File: config.mk
export PLATFORM = sky130hd
export DESIGN_NAME = rf_wport_arbiter
export DESIGN_NICKNAME = d
export VERILOG_FILES = /design/src/rtl/rf_wport_arbiter.sv
export SDC_FILE = /design/constraint.sdc
export NUM_CORES = 1
export LEC_CHECK = 0
export ABC_AREA = 1
export CAP_MARGIN = 25
export CORE_MARGIN = 1
export CORE_UTILIZATION = 44
export DETAILED_ROUTE_END_ITERATION = 8
export PLACE_DENSITY_LB_ADDON = 0.25
export SLEW_MARGIN = 10
export SYNTH_ARGS = -nofsm -noshare
export SYNTH_HDL_FRONTEND = slang
export SYNTH_SLANG_ARGS = --single-unit
File: constraint.sdc
create_clock -name clk -period 3.67 [get_ports clk]
set_input_delay 0.367 -clock clk [delete_from_list [all_inputs] [get_ports clk]]
set_output_delay 0.367 -clock clk [all_outputs]
set_load 0.02 [all_outputs]
File: src/rtl/rf_wport_arbiter.sv
// Shares the register-file write port between WB, the MDU and an optional post-reset clear.
// Define RF_WPORT_REG_CLEAR_EN to compile in the r1..r31 zeroing sequence and busy flag.
module rf_wport_arbiter #(
  parameter int STARVE_MAX = 4
) (
  input  logic        clk,
  input  logic        rst,
  input  logic        wb_req,
  input  logic [4:0]  wb_addr,
  input  logic [31:0] wb_data,
  input  logic        mdu_req,
  input  logic [4:0]  mdu_addr,
  input  logic [31:0] mdu_data,
  output logic        mdu_ack,
  output logic        pipe_stall,
  output logic        rf_wr,
  output logic [4:0]  rf_waddr,
  output logic [31:0] rf_din,
  output logic        busy
);

  localparam logic [3:0] STARVE_LIM = 4'(STARVE_MAX);

  logic        rf_wr_q, rf_wr_d;
  logic [4:0]  rf_waddr_q, rf_waddr_d;
  logic [31:0] rf_din_q, rf_din_d;
  logic        mdu_ack_q, mdu_ack_d;
  logic [3:0]  wait_q, wait_d;
  logic        in_clear;
  logic [4:0]  clr_addr;
  logic        mdu_live, starve, grant_mdu, grant_wb;

`ifdef RF_WPORT_REG_CLEAR_EN
  typedef enum logic {ST_CLEAR, ST_RUN} state_t;
  state_t      state_q, state_d;
  logic [4:0]  clr_idx_q, clr_idx_d;
  logic        busy_q, busy_d;

  assign in_clear = (state_q == ST_CLEAR);
  assign clr_addr = clr_idx_q;
  assign busy     = busy_q;

  always_comb begin
    state_d   = state_q;
    clr_idx_d = clr_idx_q;
    // busy trails the state by a cycle so it covers the r31 write on rf_*
    busy_d    = in_clear;
    if (in_clear) begin
      clr_idx_d = clr_idx_q + 5'd1;
      if (clr_idx_q == 5'd31) state_d = ST_RUN;
    end
  end
`else
  assign in_clear = 1'b0;
  assign clr_addr = 5'd0;
  assign busy     = 1'b0;
`endif

  always_comb begin
    // A request is masked during its own ack cycle so one handshake writes once
    mdu_live   = mdu_req & ~mdu_ack_q;
    starve     = (wait_q == STARVE_LIM) & mdu_live;
    pipe_stall = in_clear | starve;

    grant_mdu = 1'b0;
    grant_wb  = 1'b0;
    if (!in_clear) begin
      if (starve)        grant_mdu = 1'b1;
      else if (wb_req)   grant_wb  = 1'b1;
      else if (mdu_live) grant_mdu = 1'b1;
    end

    rf_wr_d    = 1'b0;
    rf_waddr_d = rf_waddr_q;
    rf_din_d   = rf_din_q;
    if (in_clear) begin
      rf_wr_d    = 1'b1;
      rf_waddr_d = clr_addr;
      rf_din_d   = 32'd0;
    end else if (grant_mdu) begin
      rf_wr_d    = |mdu_addr;
      rf_waddr_d = mdu_addr;
      rf_din_d   = mdu_data;
    end else if (grant_wb) begin
      rf_wr_d    = |wb_addr;
      rf_waddr_d = wb_addr;
      rf_din_d   = wb_data;
    end

    mdu_ack_d = grant_mdu;

    if (!mdu_req || grant_mdu || in_clear) wait_d = 4'd0;
    else if (mdu_live && wait_q != STARVE_LIM) wait_d = wait_q + 4'd1;
    else wait_d = wait_q;
  end

  always_ff @(posedge clk) begin
    if (rst) begin
      rf_wr_q    <= 1'b0;
      rf_waddr_q <= 5'd0;
      rf_din_q   <= 32'd0;
      mdu_ack_q  <= 1'b0;
      wait_q     <= 4'd0;
`ifdef RF_WPORT_REG_CLEAR_EN
      state_q    <= ST_CLEAR;
      clr_idx_q  <= 5'd1;
      busy_q     <= 1'b1;
`endif
    end else begin
      rf_wr_q    <= rf_wr_d;
      rf_waddr_q <= rf_waddr_d;
      rf_din_q   <= rf_din_d;
      mdu_ack_q  <= mdu_ack_d;
      wait_q     <= wait_d;
`ifdef RF_WPORT_REG_CLEAR_EN
      state_q    <= state_d;
      clr_idx_q  <= clr_idx_d;
      busy_q     <= busy_d;
`endif
    end
  end

  assign rf_wr    = rf_wr_q;
  assign rf_waddr = rf_waddr_q;
  assign rf_din   = rf_din_q;
  assign mdu_ack  = mdu_ack_q;

endmodule

# --- Yosys cells after proc, flatten, opt, wreduce, memory -nomap -nowiden ---
# Cells that the tools add are included.
op_classes:
  add_sub_neg: 1
  eq_ne: 2
  mux: 11
  bitwise: 3
  n_reduce_logical: 7
ops:
  columns: ["cell", "n"]
  rows:
  - ["2-to-1 mux 32 bit", 2]
  - ["2-to-1 mux 5 bit", 2]
  - ["OR reduction 5 bit", 2]
  - ["2-to-1 mux 1 bit", 7]
  - ["adder 4 x 1 -> 4 bit, second input constant", 1]
  - ["equality test 4 x 3 -> 1 bit, second input constant", 1]
  - ["!= test 4 x 3 -> 1 bit, second input constant", 1]
  - ["bitwise AND 1 bit", 2]
  - ["nonzero test 2 bit", 1]
  - ["OR reduction 2 bit", 1]
  - ["logical AND 1 bit", 1]
  - ["zero test 1 bit", 1]
  - ["logical OR 1 bit", 1]
  - ["inverter 1 bit", 1]
word_totals:
  reg_bits: 43
  input_bits: 78
  output_inout_bits: 41
  word_cells: 29

# --- Depth between registers and ports, before layout ---
logic_depth:
  word_depth: 7
  ltp_mapped: 11

# --- Worst setup path after synthesis ---
# Ideal clock, no wire load.
synth_timing:
  kind: "reg-to-output"
  startpoint: "register wait_q[0]"
  endpoint: "output pipe_stall"
  t_arrival_ns: 1.186
  required_time_ns: 3.303
  slack_ns: 2.117
  path_stages_with_launch: 8
  path_cell_list: "dfxtp_1 inv_1 ha_1 nand2_1 nor2_1 nand2_1 clkbuf_1 inv_1"
synth_between:
  elab_chain_len: 2
synth_lines:
  columns: ["item", "line", "text"]
  rows:
  - ["start, declared", "28", "logic [3:0] wait_q, wait_d;"]
  - ["start signal, assigned", "114", "wait_q <= wait_d;"]
  - ["equality test 4 x 3 -> 1 bit", "62", "starve = (wait_q == STARVE_LIM) & mdu_live;"]
  - ["bitwise AND 1 bit", "62", null]
  - ["end, declared", "15", "output logic pipe_stall,"]
# No other way between the ends.

# --- Worst setup path after layout ---
layout_timing:
  startpoint: "input mdu_req"
  endpoint: "output pipe_stall"
layout_between:
  elab_chain_len: 2
layout_lines:
  columns: ["item", "line", "text"]
  rows:
  - ["start, declared", "11", "input logic mdu_req,"]
  - ["bitwise AND 1 bit", "61", "mdu_live = mdu_req & ~mdu_ack_q;"]
  - ["bitwise AND 1 bit", "62", null]
# No other way between the ends.

==> metrics.txt <==
status=finished, final reports clean; slowest stage delay, CP=0.59 ns; Syn Area/Cell=6.51 sq um; Tmin final=2.59 ns; Die Area=0.00589 sq mm; postcts setup bufs=0; port bufs=117; switching power=0.000363 W; Core ar.=0.00524 sq mm; crit path DAT=2.22 ns; period utilisation layout=0.704; sw frac=0.296; crit-path cells=clkdlybuf4s50_1 > inv_2 > nor2_4 > nand2_1 > inv_1 > clkdlybuf4s50_1; Most common cell on crit path=clkdlybuf4s50_1; DRT Wirelength=7.06 mm; Clk pwr share=0.277; hold buffer count at CTS=0; Die H=76.8 um; GRT met3 Usage=0.0464; GR Util met1=0.318; Synth Net Count=458; Final HPWL DP=4.83 mm; Seq pwr share=0.428; GRT busiest layer=met2; Peak VDD IR=0.159 mV; CTS sink cnt=43; post-route cell area=0.00372 sq mm; synthesized instance count=378; Clock Skews=0.0132 ns; CTS tree=done; CP max-delay cell=clkdlybuf4s50_1; Worst setup EP type=primary output; crit path buf inv count=4; Combinational Power Share=0.295; required time of the critical path=3.30 ns; Detailed Route Iter0 Violations=167; peak fanout along the critical path=26; dpl cell area=0.00360 sq mm; clk buf depth=2; Root Driver=clkbuf_8; DRC=0; gpl congestion=0.743; htree depth=2; DP Worst Slack=1.01 ns; total track usage=0.244; register area share after synthesis=0.350; CP top delay family=buffers and inverters; final-report hold violation count=0; CTS buffer count=5; fin. max-slew vios=0; area grow syn2layout=51.2%; first-pass GRT wire length=11.6 mm; fmax=387 MHz; total congestion overflow=0; initial antenna violation count=0; Via density=4.93; final worst setup slack=1.08 ns; fin nets=559; Least-Margin Pin Slew=0.828 ns; largest net degree at the start of global routing=53; Leak=1.93 nW; drt wl/cell=12.8 um; clk_lat worst skew=0.30 ns; RSZ-0062 raised after global routing=no; Post-Synthesis Cell Area=0.00246 sq mm; Final TNS setup=0 ns; antenna-violating nets left=0; layout cells sized above 1=0.0583; YS warnings=0; via count of the first global-routing pass=2501; DR vias=2714; #FFs+latches synth=43; CP Launch Type=input port; Pint=0.000861 W; width of the die=76.8 um; ant diodes=0; Cell Pwr Density=329 mW/mm^2; Distinct cells, synth=20; cell row count=26; TritonRoute pass-1 iters=5; Worst-path clk slew=0.07 ns; GR Layer Usage met2=0.391; FFs w/ async S/R, synth=0; worst-case reg-to-reg path depth=8; slew margin rel.=0.446; cells resized by post-CTS repair=0; Worst Hold Depth=2; cell depth of the worst setup path=6; Initial Util=0.470; WHS=0.514 ns; Setup Crit Path Kind=input port to primary output; Most used DFF post-synth=dfxtp_1; Max Cap Viol=0; IO Count=119; Setup-failing EPs final=0; worst hold path type=flip-flop to flip-flop; Post-synth EDFFs=0
-- power by group through the flow --
stage / registers [W] / logic (W) / clock network [W]
detailed placement: 0.000533 / 0.000360 / 0
CTS: 0.000524 / 0.000362 / 0.000344
floorplan: 0.000575 / 0.000138 / 0
global placement: 0.000532 / 0.000353 / 0
global route: 0.000528 / 0.000396 / 0.000365
finish: 0.000523 / 0.000361 / 0.000339
-- metrics by stage --
step	std cells	util	total power, W
2_1_floorplan	378	-	0.000713
3_3_place_gp	541	0.687	0.000885
3_5_place_dp	541	0.687	0.000893
4_1_cts	549	0.707	0.00123
5_1_grt	550	0.710	0.00129
6_report	550	0.710	0.00122
-- area by class of cell --
type	count	area, sq um
clock buffer	7	96.3
clock inverter	1	7.51
fill	457	1520
inverter	83	312
multi-input combinational	224	1130
sequential	43	861
tap	70	87.6
timing repair buffer	122	1230
-- synthesized netlist by cell type, types with 4 or more instances --
cell type	n	area, sq um
a21oi_1	4	20.0
buf_2	11	55.1
buf_4	8	60.1
clkbuf_1	7	26.3
dfxtp_1	43	861
inv_1	81	304
nand2_1	53	199
nand3_1	105	526
nand3_2	10	100
nor2_1	5	18.8
o21ai_0	29	145
o21ai_1	10	50.1
-- cell families after synthesis --
kind of cell,count (synthesis),synth area share
AOI/OAI and AO/OA,43,0.0875
buffers and inverters,111,0.193
DFF,43,0.350
and+or+nand+nor,177,0.354
xor gates and xnor gates,1,0.00356
other,1,0.00152
adders and majority gates,2,0.0102
-- cells in the final DEF (no fill, tap or decap) --
cell type / Yosys / layout
buf_4: 8 / 3
nor3_1: 2 / 2
a21oi_1: 4 / 4
nor2_1: 5 / 5
nand2_1: 53 / 52
o21ai_0: 29 / 29
dfxtp_1: 43 / 43
nand3_2: 10 / 10
conb_1: 1 / 1
clkinvlp_4: 0 / 1
o21ai_1: 10 / 10
inv_2: 2 / 2
nor2_4: 1 / 1
clkbuf_8: 0 / 7
xor2_1: 1 / 1
buf_8: 0 / 1
buf_12: 0 / 1
nand3_1: 105 / 105
clkdlybuf4s50_1: 0 / 117
nand2_2: 1 / 2
ha_1: 2 / 2
inv_1: 81 / 81
-- metal layers --
| metal | up-vias | wire (um) |
|---|---|---|
| li1 | 1386 | - |
| met1 | 1201 | 3080 |
| met2 | 116 | 3320 |
| met3 | 11 | 537 |
| met4 | 0 | 121 |
| met5 | - | 0 |
-- flip-flops by register name, summed over array words and instances, names as in the netlist --
name / flops
rf_wr: 1
mdu_ack: 1
wait_q: 4
rf_waddr: 5
rf_din: 32
-- path summary, 6_finish.rpt --
| kind | startpoint | endpoint | slack, ns |
|---|---|---|---|
| max | mdu_req | pipe_stall | 1.08 |
| min | wait_q[3]$_SDFFE_PP0P_ | wait_q[3]$_SDFFE_PP0P_ | 0.51 |
| max reg2reg | wait_q[0]$_SDFFE_PP0P_ | wait_q[0]$_SDFFE_PP0P_ | 1.52 |
| min reg2reg | wait_q[3]$_SDFFE_PP0P_ | wait_q[3]$_SDFFE_PP0P_ | 0.51 |
-- worst register-to-register path, stage by stage, from the launching register on --
cell     delay, ns
dfxtp_1       0.39
inv_1         0.08
ha_1          0.21
nand3_1       0.10
nand2_1       0.42
buf_4         0.40
nand2_1       0.13
nand3_1       0.17
a21oi_1       0.17
(Power assumes the default switching activity.)
